==> src/rtl/vga_timing_pkg.sv <==
// 640x480@60 raster timing constants and the coordinate/frame-counter types
// shared by the timing generator and its consumers.
package vga_timing_pkg;

  localparam int unsigned H_ACTIVE = 640;
  localparam int unsigned H_FP     = 16;
  localparam int unsigned H_SYNC   = 96;
  localparam int unsigned H_BP     = 48;
  localparam int unsigned H_TOTAL  = H_ACTIVE + H_FP + H_SYNC + H_BP;

  localparam int unsigned V_ACTIVE = 480;
  localparam int unsigned V_FP     = 10;
  localparam int unsigned V_SYNC   = 2;
  localparam int unsigned V_BP     = 33;
  localparam int unsigned V_TOTAL  = V_ACTIVE + V_FP + V_SYNC + V_BP;

  // Sync pulse windows are half-open: [START, END)
  localparam int unsigned H_SYNC_START = H_ACTIVE + H_FP;
  localparam int unsigned H_SYNC_END   = H_SYNC_START + H_SYNC;
  localparam int unsigned V_SYNC_START = V_ACTIVE + V_FP;
  localparam int unsigned V_SYNC_END   = V_SYNC_START + V_SYNC;

  // Mapper pipeline alignment: ROM read for blank, ROM + RGB register for sync
  localparam int unsigned DEF_BLANK_DELAY = 1;
  localparam int unsigned DEF_SYNC_DELAY  = 2;

  typedef logic [9:0]  coord_t;
  typedef logic [15:0] frame_cnt_t;

endpackage

==> src/rtl/vga_timing_gen_sync_delay_line.sv <==
// Async-reset shift register used to re-time video control signals.
// DEPTH of 0 degenerates to a wire from an already-registered source.
module sync_delay_line #(
  parameter int unsigned      WIDTH     = 1,
  parameter int unsigned      DEPTH     = 1,
  parameter logic [WIDTH-1:0] RESET_VAL = '0
) (
  input  logic             clk,
  input  logic             rst_n,
  input  logic [WIDTH-1:0] din,
  output logic [WIDTH-1:0] dout
);

  if (DEPTH == 0) begin : g_pass
    assign dout = din;
  end else begin : g_shift
    logic [WIDTH-1:0] stage [DEPTH];

    always_ff @(posedge clk or negedge rst_n) begin
      if (!rst_n) begin
        for (int i = 0; i < int'(DEPTH); i++) stage[i] <= RESET_VAL;
      end else begin
        stage[0] <= din;
        for (int i = 1; i < int'(DEPTH); i++) stage[i] <= stage[i-1];
      end
    end

    assign dout = stage[DEPTH-1];
  end

endmodule

==> src/rtl/vga_timing_gen.sv <==
// 640x480@60 raster generator: counters, active/sync decodes and line/frame
// pulses, with blank and sync re-timed to the mapper pipeline.
module vga_timing_gen
  import vga_timing_pkg::*;
#(
  parameter int unsigned BLANK_DELAY = DEF_BLANK_DELAY,
  parameter int unsigned SYNC_DELAY  = DEF_SYNC_DELAY
) (
  input  logic        vga_clk,
  input  logic        reset_n,
  output logic [9:0]  DrawX,
  output logic [9:0]  DrawY,
  output logic        blank,
  output logic        hs,
  output logic        vs,
  output logic        line_start,
  output logic        frame_start,
  output logic [15:0] frame_count
);

  localparam int unsigned H_W = $clog2(H_TOTAL);
  localparam int unsigned V_W = $clog2(V_TOTAL);

  if (H_TOTAL > 1024 || V_TOTAL > 1024) begin : g_bad_total
    $error("vga_timing_gen: raster totals do not fit 10-bit coordinates");
  end
  if (BLANK_DELAY > 7 || SYNC_DELAY > 7) begin : g_bad_delay
    $error("vga_timing_gen: delay line depth limited to 7");
  end

  logic [H_W-1:0] hc, hc_next;
  logic [V_W-1:0] vc, vc_next;
  frame_cnt_t     frame_cnt, frame_cnt_next;
  logic           run;
  logic           eol, eof;
  logic           act_next, hs_next, vs_next;
  logic           act_r, hs_r, vs_r;
  logic [1:0]     sync_d;

  // Next raster position; the first edge out of reset holds (0,0) so that
  // cycle presents origin with frame_start high.
  always_comb begin
    eol            = (hc == H_W'(H_TOTAL - 1));
    eof            = eol && (vc == V_W'(V_TOTAL - 1));
    hc_next        = '0;
    vc_next        = '0;
    frame_cnt_next = frame_cnt;
    if (run) begin
      hc_next = eol ? '0 : hc + H_W'(1);
      vc_next = eof ? '0 : (eol ? vc + V_W'(1) : vc);
      if (eof) frame_cnt_next = frame_cnt + 16'd1;
    end
    act_next = (hc_next < H_W'(H_ACTIVE)) && (vc_next < V_W'(V_ACTIVE));
    hs_next  = !((hc_next >= H_W'(H_SYNC_START)) && (hc_next < H_W'(H_SYNC_END)));
    vs_next  = !((vc_next >= V_W'(V_SYNC_START)) && (vc_next < V_W'(V_SYNC_END)));
  end

  // Decodes are registered alongside the counters so they stay aligned with DrawX/DrawY
  always_ff @(posedge vga_clk or negedge reset_n) begin
    if (!reset_n) begin
      run         <= 1'b0;
      hc          <= '0;
      vc          <= '0;
      frame_cnt   <= '0;
      act_r       <= 1'b0;
      hs_r        <= 1'b1;
      vs_r        <= 1'b1;
      line_start  <= 1'b0;
      frame_start <= 1'b0;
    end else begin
      run         <= 1'b1;
      hc          <= hc_next;
      vc          <= vc_next;
      frame_cnt   <= frame_cnt_next;
      act_r       <= act_next;
      hs_r        <= hs_next;
      vs_r        <= vs_next;
      line_start  <= (hc_next == '0);
      frame_start <= (hc_next == '0) && (vc_next == '0);
    end
  end

  assign DrawX       = coord_t'(hc);
  assign DrawY       = coord_t'(vc);
  assign frame_count = frame_cnt;

  sync_delay_line #(
    .WIDTH     (1),
    .DEPTH     (BLANK_DELAY),
    .RESET_VAL (1'b0)
  ) u_blank_dly (
    .clk   (vga_clk),
    .rst_n (reset_n),
    .din   (act_r),
    .dout  (blank)
  );

  sync_delay_line #(
    .WIDTH     (2),
    .DEPTH     (SYNC_DELAY),
    .RESET_VAL (2'b11)
  ) u_sync_dly (
    .clk   (vga_clk),
    .rst_n (reset_n),
    .din   ({hs_r, vs_r}),
    .dout  (sync_d)
  );

  assign hs = sync_d[1];
  assign vs = sync_d[0];

endmodule

==> config.mk <==
export PLATFORM = sky130hd
export DESIGN_NAME = vga_timing_gen
export DESIGN_NICKNAME = d
export VERILOG_FILES = /design/src/rtl/vga_timing_pkg.sv /design/src/rtl/vga_timing_gen_sync_delay_line.sv /design/src/rtl/vga_timing_gen.sv
export SDC_FILE = /design/constraint.sdc
export NUM_CORES = 1
export LEC_CHECK = 0
export BUFFER_PORTS_ARGS = -buffer_cell sky130_fd_sc_hd__buf_2
export CAP_MARGIN = 20
export CORE_MARGIN = 2
export CORE_UTILIZATION = 58
export CTS_BUF_LIST = sky130_fd_sc_hd__clkbuf_8
export DETAILED_ROUTE_END_ITERATION = 10
export GPL_TIMING_DRIVEN = 0
export PLACE_DENSITY = 0.82
export SYNTH_ARGS = -nofsm -noshare
export SYNTH_HDL_FRONTEND = slang
export SYNTH_SLANG_ARGS = --single-unit
==> constraint.sdc <==
create_clock -name vga_clk -period 3 [get_ports vga_clk]
set_input_delay 0.45 -clock vga_clk [delete_from_list [all_inputs] [get_ports vga_clk]]
set_output_delay 0.45 -clock vga_clk [all_outputs]
set_load 0.03 [all_outputs]
## Word level (Yosys, flattened, before mapping)

Cells that the tools add are included.

| storage, ports and cells | value |
|---|---|
| flip-flop bits (word level) | 47 |
| word-level logic and storage cells | 38 |
| input port bits | 2 |

| operators by class | value |
|---|---|
| muxes and demuxes | 5 |
| eq/ne operators | 2 |
| reduce and logical (&&, ||, !) cells | 10 |
| magnitude comparators | 6 |
| add/sub/neg operators | 3 |

Operators with widths:

| operator | count |
|---|---|
| 10-bit 2-to-1 mux | 5 |
| 10-bit by 1-bit adder with 10-bit output, second input constant | 2 |
| 10-bit equality test, second input constant | 2 |
| 10-bit logical NOT | 2 |
| 10-bit less-than comparator, second input constant | 2 |
| 10-bit by 9-bit less-than comparator with 1-bit output, second input constant | 2 |
| 16-bit by 1-bit adder with 16-bit output, second input constant | 1 |
| 10-bit >= comparator, second input constant | 1 |
| 10-bit by 9-bit >= comparator with 1-bit output, second input constant | 1 |
| 1-bit logical AND | 5 |
| 1-bit logical NOT | 2 |
| 2-bit AND reduction | 1 |

## Depth between registers and ports, before layout

Gate-level depths: netlist of the first run.

| depth | value |
|---|---|
| word-level depth | 7 |
| depth in mapped cells | 10 |

## By module

A second synthesis of the first run with hierarchy kept.

| second synthesis, totals | value |
|---|---|
| cells, all modules | 236 |
| area total of the unflattened synthesis | 2463.6 µm² |

Modules (own cells, without submodules):

| module | cells an instance | instances | area each (µm²) | seq. area each (µm²) |
|---|---|---|---|---|
| vga_timing_gen | 229 | 1 | 2318.5 | 1053.5 |
| sync_delay_line (u_sync_dly) | 6 | 1 | 120.1 | 105.1 |
| sync_delay_line (u_blank_dly) | 1 | 1 | 25.0 | 25.0 |

## Worst setup path before layout of the first run

No wires, ideal clock.

| timing path | value |
|---|---|
| kind | flip-flop to flip-flop |
| start point | register hc[1] (netlist: DrawX[1]) |
| end point | register frame_cnt[7] (netlist: frame_count[7]) |
| arrival time | 2.538 ns |
| cell stages (with the launch flop) | 9 |
| library setup time | 0.080 ns |
| slack | 0.381 ns |
| period minus slack after synthesis | 2.619 ns |
| required time | 2.920 ns |
| path through | dfrtp_1 ha_1 nand4_4 or3_1 buf_6 or4b_4 nor2_2 and3_1 xor2_1 |

| between the ends | value |
|---|---|
| word-level cells in the longest chain between the ends | 3 |

Ends and longest elaborated chain:

| element | RTL line | RTL |
|---|---|---|
| start, declared | vga_timing_gen.sv:31 | `logic [H_W-1:0] hc, hc_next;` |
| start signal, assigned | vga_timing_gen.sv:72 | `hc <= hc_next;` |
| 10-bit equality test | vga_timing_gen.sv:43 | `eol = (hc == H_W'(H_TOTAL - 1));` |
| 1-bit logical AND | vga_timing_gen.sv:44 | `eof = eol && (vc == V_W'(V_TOTAL - 1));` |
| 2-bit AND reduction (no line) | -- |  |
| end signal, assigned | vga_timing_gen.sv:74 | `frame_cnt <= frame_cnt_next;` |
| end, declared | vga_timing_gen.sv:33 | `frame_cnt_t frame_cnt, frame_cnt_next;` |

No other way between the ends.
A chain may end at the register's enable or synchronous reset.

## Final worst setup path of the first run

| timing path | value |
|---|---|
| start point | register hc[1] (netlist: DrawX[1]) |
| end point | register frame_start |

| between the ends | value |
|---|---|
| word-level cells in the longest chain between the ends | 6 |

Ends and longest elaborated chain:

| element | RTL line | RTL |
|---|---|---|
| branches (longest 5 deep; another with 10-bit by 1-bit adder with 10-bit output) | -- |  |
| 1-bit logical AND * | vga_timing_gen.sv:79 | `frame_start <= (hc_next == '0) && (vc_next == '0);` |
| end signal, assigned | vga_timing_gen.sv:79 |  |
| end, declared | vga_timing_gen.sv:17 | `output logic frame_start,` |

Every way passes the cells marked *.

==> metrics.txt, run 1 <==
# TYPE chip_impl_metric gauge
chip_impl_metric{name="p_sw",unit="mW"} 0.263
chip_impl_metric{name="hpwl",unit="um"} 3630
chip_impl_metric{name="ys_seq_area_frac",unit=""} 0.489
chip_impl_metric{name="worst_ep_required_time",unit="ns"} 3.21
chip_impl_metric{name="post_cts_resized",unit=""} 0
chip_impl_info{name="run_status",value="finished, final reports clean"} 1
chip_impl_metric{name="synth-warning-count",unit=""} 0
chip_impl_metric{name="p_int",unit="mW"} 0.987
chip_impl_metric{name="pin_count_of_the_biggest_net_entering_global_routing",unit=""} 48
chip_impl_metric{name="fin_tns_setup",unit="ns"} 0
chip_impl_metric{name="cts_inserted_buffers",unit=""} 5
chip_impl_metric{name="finalMaxSlewViolations",unit=""} 0
chip_impl_metric{name="final_core_util",unit=""} 0.713
chip_impl_metric{name="grt_pass1_vias",unit=""} 1817
chip_impl_metric{name="regArea",unit="sq um"} 1180
chip_impl_metric{name="max-vdd-ir-drop",unit="V"} 0.000244
chip_impl_metric{name="floorplan.io_pins",unit=""} 43
chip_impl_metric{name="antenna_cells",unit=""} 0
chip_impl_info{name="r2r_end",value="frame_start"} 1
chip_impl_info{name="worst_min_delay_path_class",value="reg2reg"} 1
chip_impl_metric{name="numClockSinks",unit=""} 47
chip_impl_metric{name="grt-ovfl-total",unit=""} 0
chip_impl_metric{name="comb_power_share",unit=""} 0.048
chip_impl_info{name="layout_commonest_cell",value="buf_2"} 1
chip_impl_metric{name="yosysUniqueCellTypes",unit=""} 48
chip_impl_metric{name="setup-violations-final",unit=""} 0
chip_impl_metric{name="synth-edff-count",unit=""} 0
chip_impl_metric{name="clock_path_buffers",unit=""} 2
chip_impl_metric{name="nFillCells",unit=""} 301
chip_impl_metric{name="port-buffer-count",unit=""} 42
chip_impl_info{name="tritoncts",value="yes"} 1
chip_impl_metric{name="grtUsageTotal",unit=""} 0.243
chip_impl_metric{name="routedWlPerCell",unit="um"} 15.0
chip_impl_metric{name="std_cell_rows",unit=""} 23
chip_impl_info{name="worstReg2RegStart",value="DrawX[1]"} 1
chip_impl_metric{name="design.die.area",unit="sq um"} 4700
chip_impl_metric{name="fmax",unit="MHz"} 344
chip_impl_metric{name="die_width",unit="um"} 68.6
chip_impl_metric{name="worstMarginPinSlew",unit="ns"} 0.842
chip_impl_info{name="rsz_0062_raised_after_global_routing",value="no"} 1
chip_impl_metric{name="synthToLayoutAreaGrowth",unit="%"} 18.0
chip_impl_metric{name="standard_cell_core_area",unit="sq um"} 4000
chip_impl_metric{name="drt_first_iter_violations",unit=""} 122
chip_impl_metric{name="post_drt_via_cell_ratio",unit=""} 5.75
chip_impl_metric{name="detail_route.wirelength",unit="um"} 5150
chip_impl_metric{name="critical-path-max-stage-delay",unit="ns"} 0.74
chip_impl_metric{name="clock_latency",unit="ns"} 0.31
chip_impl_metric{name="seqPwrFrac",unit=""} 0.517
chip_impl_metric{name="max_slew_margin",unit=""} 0.434
chip_impl_info{name="hold_path_end",value="u_blank_dly.dout"} 1
chip_impl_metric{name="hold_depth",unit=""} 0
chip_impl_metric{name="swShare",unit=""} 0.210
chip_impl_metric{name="p_clk_frac",unit=""} 0.435
chip_impl_metric{name="pwr_density_cell",unit="nW/um^2"} 438
chip_impl_metric{name="multiInputGateArea",unit="sq um"} 1150
chip_impl_metric{name="antenna_left",unit=""} 0
chip_impl_metric{name="final_period_minus_worst_setup_slack",unit="ns"} 2.91
chip_impl_metric{name="finalClockSkew",unit="ns"} 0.00456
chip_impl_metric{name="drive_gt1_frac",unit=""} 0.238
chip_impl_metric{name="p_leak",unit="nW"} 1.39
chip_impl_metric{name="dr.pass1.iters",unit=""} 4
chip_impl_metric{name="cp_max_fo",unit=""} 6
chip_impl_info{name="path_cells",value="ha_1 -> nand4_4 -> nor3_1 -> nand3_1 -> mux2i_1 -> a41oi_1 -> a2111oi_2"} 1
chip_impl_metric{name="mappedNetlistNets",unit=""} 248
chip_impl_info{name="worstHoldStart",value="act_r"} 1
chip_impl_metric{name="place.gp.congestion",unit=""} 0.875
chip_impl_info{name="crit_path_top_delay_cell",value="nor3_1"} 1
chip_impl_metric{name="detailroute.via_count",unit=""} 1978
chip_impl_info{name="cts-root-buf",value="clkbuf_8"} 1
chip_impl_metric{name="syn-cell-area",unit="sq um"} 2420
chip_impl_metric{name="mapped_avg_cell_area",unit="sq um"} 9.99
chip_impl_info{name="crit_path_end_kind",value="flop"} 1
chip_impl_metric{name="setup.reg_to_reg.worst_slack",unit="ns"} 0.09
chip_impl_metric{name="antenna_found_initial",unit=""} 0
chip_impl_metric{name="synthCells",unit=""} 242
chip_impl_info{name="yosys_most_used_dff",value="dfrtp_1"} 1
chip_impl_metric{name="final_min_period_over_clock_period",unit=""} 0.970
chip_impl_metric{name="maxCapViolations",unit=""} 0
chip_impl_metric{name="async_reset_ff_frac",unit=""} 1.00
chip_impl_metric{name="ys_ff_latch",unit=""} 47
chip_impl_metric{name="cp.arrival",unit="ns"} 3.12
chip_impl_metric{name="cts_htree_levels",unit=""} 2
chip_impl_metric{name="cts.clk_slew.worst_paths",unit="ns"} 0.09
chip_impl_metric{name="total_power",unit="mW"} 1.25
chip_impl_info{name="final_cell_mix",value="buf_2 (45), dfrtp_1 (41), nor2_1 (24), xnor2_1 (22), nand3_1 (19)"} 1
chip_impl_metric{name="nNetsFinal",unit=""} 299
chip_impl_metric{name="detail_route.drc_violations",unit=""} 0
chip_impl_info{name="critical_path_class",value="reg2reg"} 1
chip_impl_metric{name="start_util",unit=""} 0.605
chip_impl_info{name="crit_path_start_kind",value="flop"} 1
chip_impl_metric{name="final-hold-violation-count",unit=""} 0
chip_impl_metric{name="die_height",unit="um"} 68.6
chip_impl_metric{name="grt_pass1_wl",unit="um"} 8360
chip_impl_metric{name="ff2ff_path_depth",unit=""} 7
==> synth_stat cells, types with 2 or more instances <==
cell      instances  area (sq um)
ha_1              4          50.1
nor3_1            8          40.0
dfstp_2           6           158
a31oi_1           2          12.5
nand4_1           4          25.0
nand3_1          19          95.1
or3_1             3          18.8
and3b_1           2          17.5
buf_2             3          15.0
nor2_1           24          90.1
nor4_1            5          31.3
nand2_1          18          67.6
xor2_1           11          96.3
a311oi_1          3          26.3
or2_2             2          12.5
o21ai_0           8          40.0
and3_1           11          68.8
xnor2_1          22           193
dfrtp_1          41          1030
inv_1             5          18.8
mux2i_1           4          40.0
a21oi_1           4          20.0
clkbuf_1          8          30.0
==> state kept, by name (all words and copies together) (netlist names) <==
signal                    cells
u_blank_dly.dout              1
u_sync_dly.dout               2
act_r                         1
u_sync_dly.g_shift.stage      2
DrawX                        10
run                           1
DrawY                        10
vs_r                          1
line_start                    1
frame_start                   1
frame_count                  16
hs_r                          1
==> cell type report <==
| type | instances | share of cell area |
|---|---|---|
| multi-input cells | 177 | 0.405 |
| clock buffers | 5 | 0.0241 |
| flip-flops and latches | 47 | 0.415 |
| repair buffers | 44 | 0.0842 |
| plain buffers | 13 | 0.0215 |
| clock inverters | 3 | 0.0224 |
| inverters | 5 | 0.00658 |
| well taps | 50 | 0.0219 |
==> worst max-delay path, delay by kind of cell, from the launching register on <==
family,cells,cell delay [ns]
and+or+nand+nor,3,1.21
AOI/OAI and AO/OA,2,0.52
adders and majority gates,1,0.35
muxes,1,0.29
DFF,1,0.44
==> routing by layer <==
metal	routed length, um	GRT usage	vias to the layer above
li1	-	-	944
met1	2310	0.327	951
met2	2420	0.383	73
met3	300	0.0341	10
met4	116	0.120	0
met5	0	0	-
==> stage by stage <==
step	instance area, sq um	worst slack (ns)	cells	hold WS, ns
floorplan	2420	0.381	242	0.154
global placement	2690	0.270	334	0.333
detailed placement	2690	0.234	334	0.335
CTS	2820	0.164	342	0.344
global route	2850	0.0459	344	0.363
finish	2850	0.0906	344	0.352
==> worst max path at each step <==
stage / start / to / slack [ns] / cells past startpoint
after global placement: DrawX[0] / frame_start / 0.27 / 7
after detailed placement: DrawX[1] / frame_start / 0.23 / 7
after CTS: DrawX[1] / frame_start / 0.16 / 7
after floorplan: DrawX[1] / frame_count[7] / 0.38 / 8
final: DrawX[1] / frame_start / 0.09 / 7
after global routing: DrawX[0] / frame_start / 0.05 / 7
==> logic make-up (layout without fill, tap and decap cells) <==
| logic type | after synthesis | after routing | synth area share |
|---|---|---|---|
| and+or+nand+nor | 108 | 108 | 0.240 |
| xor gates and xnor gates | 33 | 33 | 0.120 |
| buffers and inverters | 18 | 70 | 0.0331 |
| adders and majority gates | 4 | 4 | 0.0207 |
| other | 1 | 1 | 0.00155 |
| DFF | 47 | 47 | 0.489 |
| muxes | 5 | 5 | 0.0212 |
| AOI/OAI and AO/OA | 26 | 26 | 0.0750 |
==> power by group through the flow <==
stage	logic (mW)	clock network, mW	registers [mW]
floorplan	0.0211	0	0.669
global placement	0.0561	0	0.658
detailed placement	0.0573	0	0.659
CTS	0.0577	0.548	0.646
global route	0.0677	0.574	0.647
finish	0.0603	0.543	0.646
==> timing repair <==
| action | 4_1_cts | 5_1_grt |
|---|---|---|
| endpoints found under the setup margin | 0 | 0 |
| buffers inserted | 0 | 0 |
| endpoints found under the hold margin | 0 | 4 |
| hold buffers | 0 | 1 |
Note: power is estimated with default switching activity, not from simulation.
==> run 2, diff against run 1 <==
--- a/config.mk
+++ b/config.mk
@@ -12,6 +12,7 @@
 export CTS_BUF_LIST = sky130_fd_sc_hd__clkbuf_8
 export DETAILED_ROUTE_END_ITERATION = 10
 export GPL_TIMING_DRIVEN = 0
+export MAX_ROUTING_LAYER = met4
 export PLACE_DENSITY = 0.82
 export SYNTH_ARGS = -nofsm -noshare
 export SYNTH_HDL_FRONTEND = slang
==> run 2 against run 1 <==
Compared with the run above:
- routed wire length fell by 0.51%
- first-iteration DRC count increased by 8.2%
- highest routed layer unchanged
- clock-buffer cell count did not move
==> metrics.txt, run 2 (synthesis gave the netlist of run 1 again) <==
# TYPE chip_impl_metric gauge
chip_impl_info{name="cts-root-buf",value="clkbuf_8"} 1
chip_impl_metric{name="worst_ep_required_time",unit="ns"} 3.21
chip_impl_metric{name="maxCapViolations",unit=""} 0
chip_impl_metric{name="antenna_left",unit=""} 0
chip_impl_metric{name="finalClockSkew",unit="ns"} 0.00456
chip_impl_info{name="crit_path_end_kind",value="flop"} 1
chip_impl_metric{name="nNetsFinal",unit=""} 299
chip_impl_info{name="worstReg2RegStart",value="DrawX[1]"} 1
chip_impl_metric{name="drive_gt1_frac",unit=""} 0.238
chip_impl_info{name="final_cell_mix",value="buf_2 (45), dfrtp_1 (41), nor2_1 (24), xnor2_1 (22), nand3_1 (19)"} 1
chip_impl_metric{name="detailroute.via_count",unit=""} 1975
chip_impl_metric{name="hpwl",unit="um"} 3630
chip_impl_metric{name="cts.clk_slew.worst_paths",unit="ns"} 0.09
chip_impl_info{name="top_signal_layer_used",value="met4"} 1
chip_impl_metric{name="die_height",unit="um"} 68.6
chip_impl_metric{name="setup-violations-final",unit=""} 0
chip_impl_info{name="critPathLaunch",value="DrawX[1]"} 1
chip_impl_metric{name="post_drt_via_cell_ratio",unit=""} 5.74
chip_impl_metric{name="design.die.area",unit="sq um"} 4700
chip_impl_metric{name="finalMaxSlewViolations",unit=""} 0
chip_impl_metric{name="finalNonFillerCells",unit=""} 344
chip_impl_metric{name="grt-ovfl-total",unit=""} 0
chip_impl_metric{name="floorplan.io_pins",unit=""} 43
chip_impl_info{name="tritoncts",value="yes"} 1
chip_impl_metric{name="fin_tns_setup",unit="ns"} 0
chip_impl_metric{name="final-hold-violation-count",unit=""} 0
chip_impl_info{name="crit_path_start_kind",value="flop"} 1
chip_impl_metric{name="standard_cell_core_area",unit="sq um"} 4000
chip_impl_metric{name="antenna_found_initial",unit=""} 0
chip_impl_metric{name="largest_register_ff_count",unit=""} 16
chip_impl_metric{name="post_cts_resized",unit=""} 0
chip_impl_metric{name="clock_latency",unit="ns"} 0.30
chip_impl_info{name="rsz_0062_raised_after_global_routing",value="no"} 1
chip_impl_metric{name="die_width",unit="um"} 68.6
chip_impl_metric{name="pwr_density_cell",unit="nW/um^2"} 438
chip_impl_metric{name="worstMarginPinSlew",unit="ns"} 0.832
chip_impl_metric{name="p_leak",unit="nW"} 1.39
chip_impl_info{name="critical_path_class",value="reg2reg"} 1
chip_impl_metric{name="max-vdd-ir-drop",unit="V"} 0.000244
chip_impl_metric{name="antenna_cells",unit=""} 0
chip_impl_metric{name="dr.pass1.iters",unit=""} 4
chip_impl_metric{name="clock_path_buffers",unit=""} 2
chip_impl_metric{name="total_routed_wire_length_on_the_met1_layer",unit="um"} 2290
chip_impl_metric{name="synthToLayoutAreaGrowth",unit="%"} 18.0
chip_impl_metric{name="total_power",unit="mW"} 1.25
chip_impl_info{name="run_status",value="finished, final reports clean"} 1
chip_impl_metric{name="cp_max_fo",unit=""} 6
chip_impl_metric{name="max_slew_margin",unit=""} 0.441
chip_impl_metric{name="cts_inserted_buffers",unit=""} 5
chip_impl_metric{name="detailroute.wirelength.met3",unit="um"} 296
chip_impl_metric{name="final_min_period_over_clock_period",unit=""} 0.966
chip_impl_info{name="layout_commonest_cell",value="buf_2"} 1
chip_impl_metric{name="pin_count_of_the_biggest_net_entering_global_routing",unit=""} 48
chip_impl_metric{name="grt_pass1_vias",unit=""} 1816
chip_impl_metric{name="place_inst",unit=""} 334
chip_impl_metric{name="grt_pass1_wl",unit="um"} 8350
chip_impl_metric{name="cts_htree_levels",unit=""} 2
chip_impl_metric{name="grtUsageTotal",unit=""} 0.250
chip_impl_info{name="worstHoldStart",value="act_r"} 1
chip_impl_metric{name="fmax",unit="MHz"} 345
chip_impl_metric{name="numClockSinks",unit=""} 47
chip_impl_metric{name="start_util",unit=""} 0.605
chip_impl_metric{name="drt_first_iter_violations",unit=""} 132
chip_impl_metric{name="detail_route.drc_violations",unit=""} 0
chip_impl_metric{name="detail_route.wirelength",unit="um"} 5120
chip_impl_metric{name="place.gp.congestion",unit=""} 0.890
chip_impl_info{name="worst_min_delay_path_class",value="reg2reg"} 1
chip_impl_metric{name="port-buffer-count",unit=""} 42
chip_impl_metric{name="met2RoutedLength",unit="um"} 2420
chip_impl_metric{name="routedWlPerCell",unit="um"} 14.9
chip_impl_metric{name="std_cell_rows",unit=""} 23
chip_impl_metric{name="final_period_minus_worst_setup_slack",unit="ns"} 2.90
chip_impl_metric{name="cp.arrival",unit="ns"} 3.10
==> run 2: cell counts in the layout (fill, tap and decap cells not counted) <==
No cell type changed its count.
==> run 2: area by class of cell <==
type,count,area (sq um)
repair buffers,44,240
plain buffers,13,61.3
clock buffers,5,68.8
fillers,301,1150
flip-flops and latches,47,1180
multi-input cells,177,1150
clock inverters,3,63.8
inverters,5,18.8
well taps,50,62.6
==> run 2: through the flow <==
stage	utilization	area (sq um)	hold WS, ns	setup slack, ns
floorplan	-	2420	0.154	0.381
detailed placement	0.673	2690	0.335	0.234
global placement	0.673	2690	0.333	0.270
CTS	0.706	2820	0.344	0.164
finish	0.713	2850	0.352	0.103
global route	0.713	2850	0.363	0.0459
==> run 2: metal layers <==
metal  global-route usage  vias to the layer above
li1                     -                      946
met1                0.327                      949
met2                0.383                       70
met3               0.0341                       10
met4                0.120                        0
met5                    -                        -
==> run 2: worst max-delay path: stages (launching register included) <==
cell and delay (ns):
dfrtp_1 0.44, ha_1 0.35, nand4_4 0.19, nor3_1 0.73, nand3_1 0.28, mux2i_1 0.29, a41oi_1 0.21, a2111oi_2 0.30
==> run 2: path summary, 6_finish.rpt <==
kind,depth (start not counted),endpoint,slack (ns)
worst max-delay path,7,frame_start,0.10
worst min-delay path,0,u_blank_dly.dout,0.35
worst max register to register,7,frame_start,0.10
worst min register to register,0,u_blank_dly.dout,0.35
max in group asynchronous,3,u_sync_dly.dout[1],2.01
min in group asynchronous,2,DrawY[0],0.50
==> run 2: power breakdown <==
part / switching, mW / total, mW / internal, mW
Clock: 0.213 / 0.543 / 0.330
Sequential: 0.00640 / 0.646 / 0.640
Combinational: 0.0424 / 0.0604 / 0.0180
Total: 0.262 / 1.25 / 0.987
==> run 2: timing repair <==
item | 4_1_cts | 5_1_grt
hold endpoints to repair | 0 | 4
setup buffers | 0 | 0
hold buffers | 0 | 1
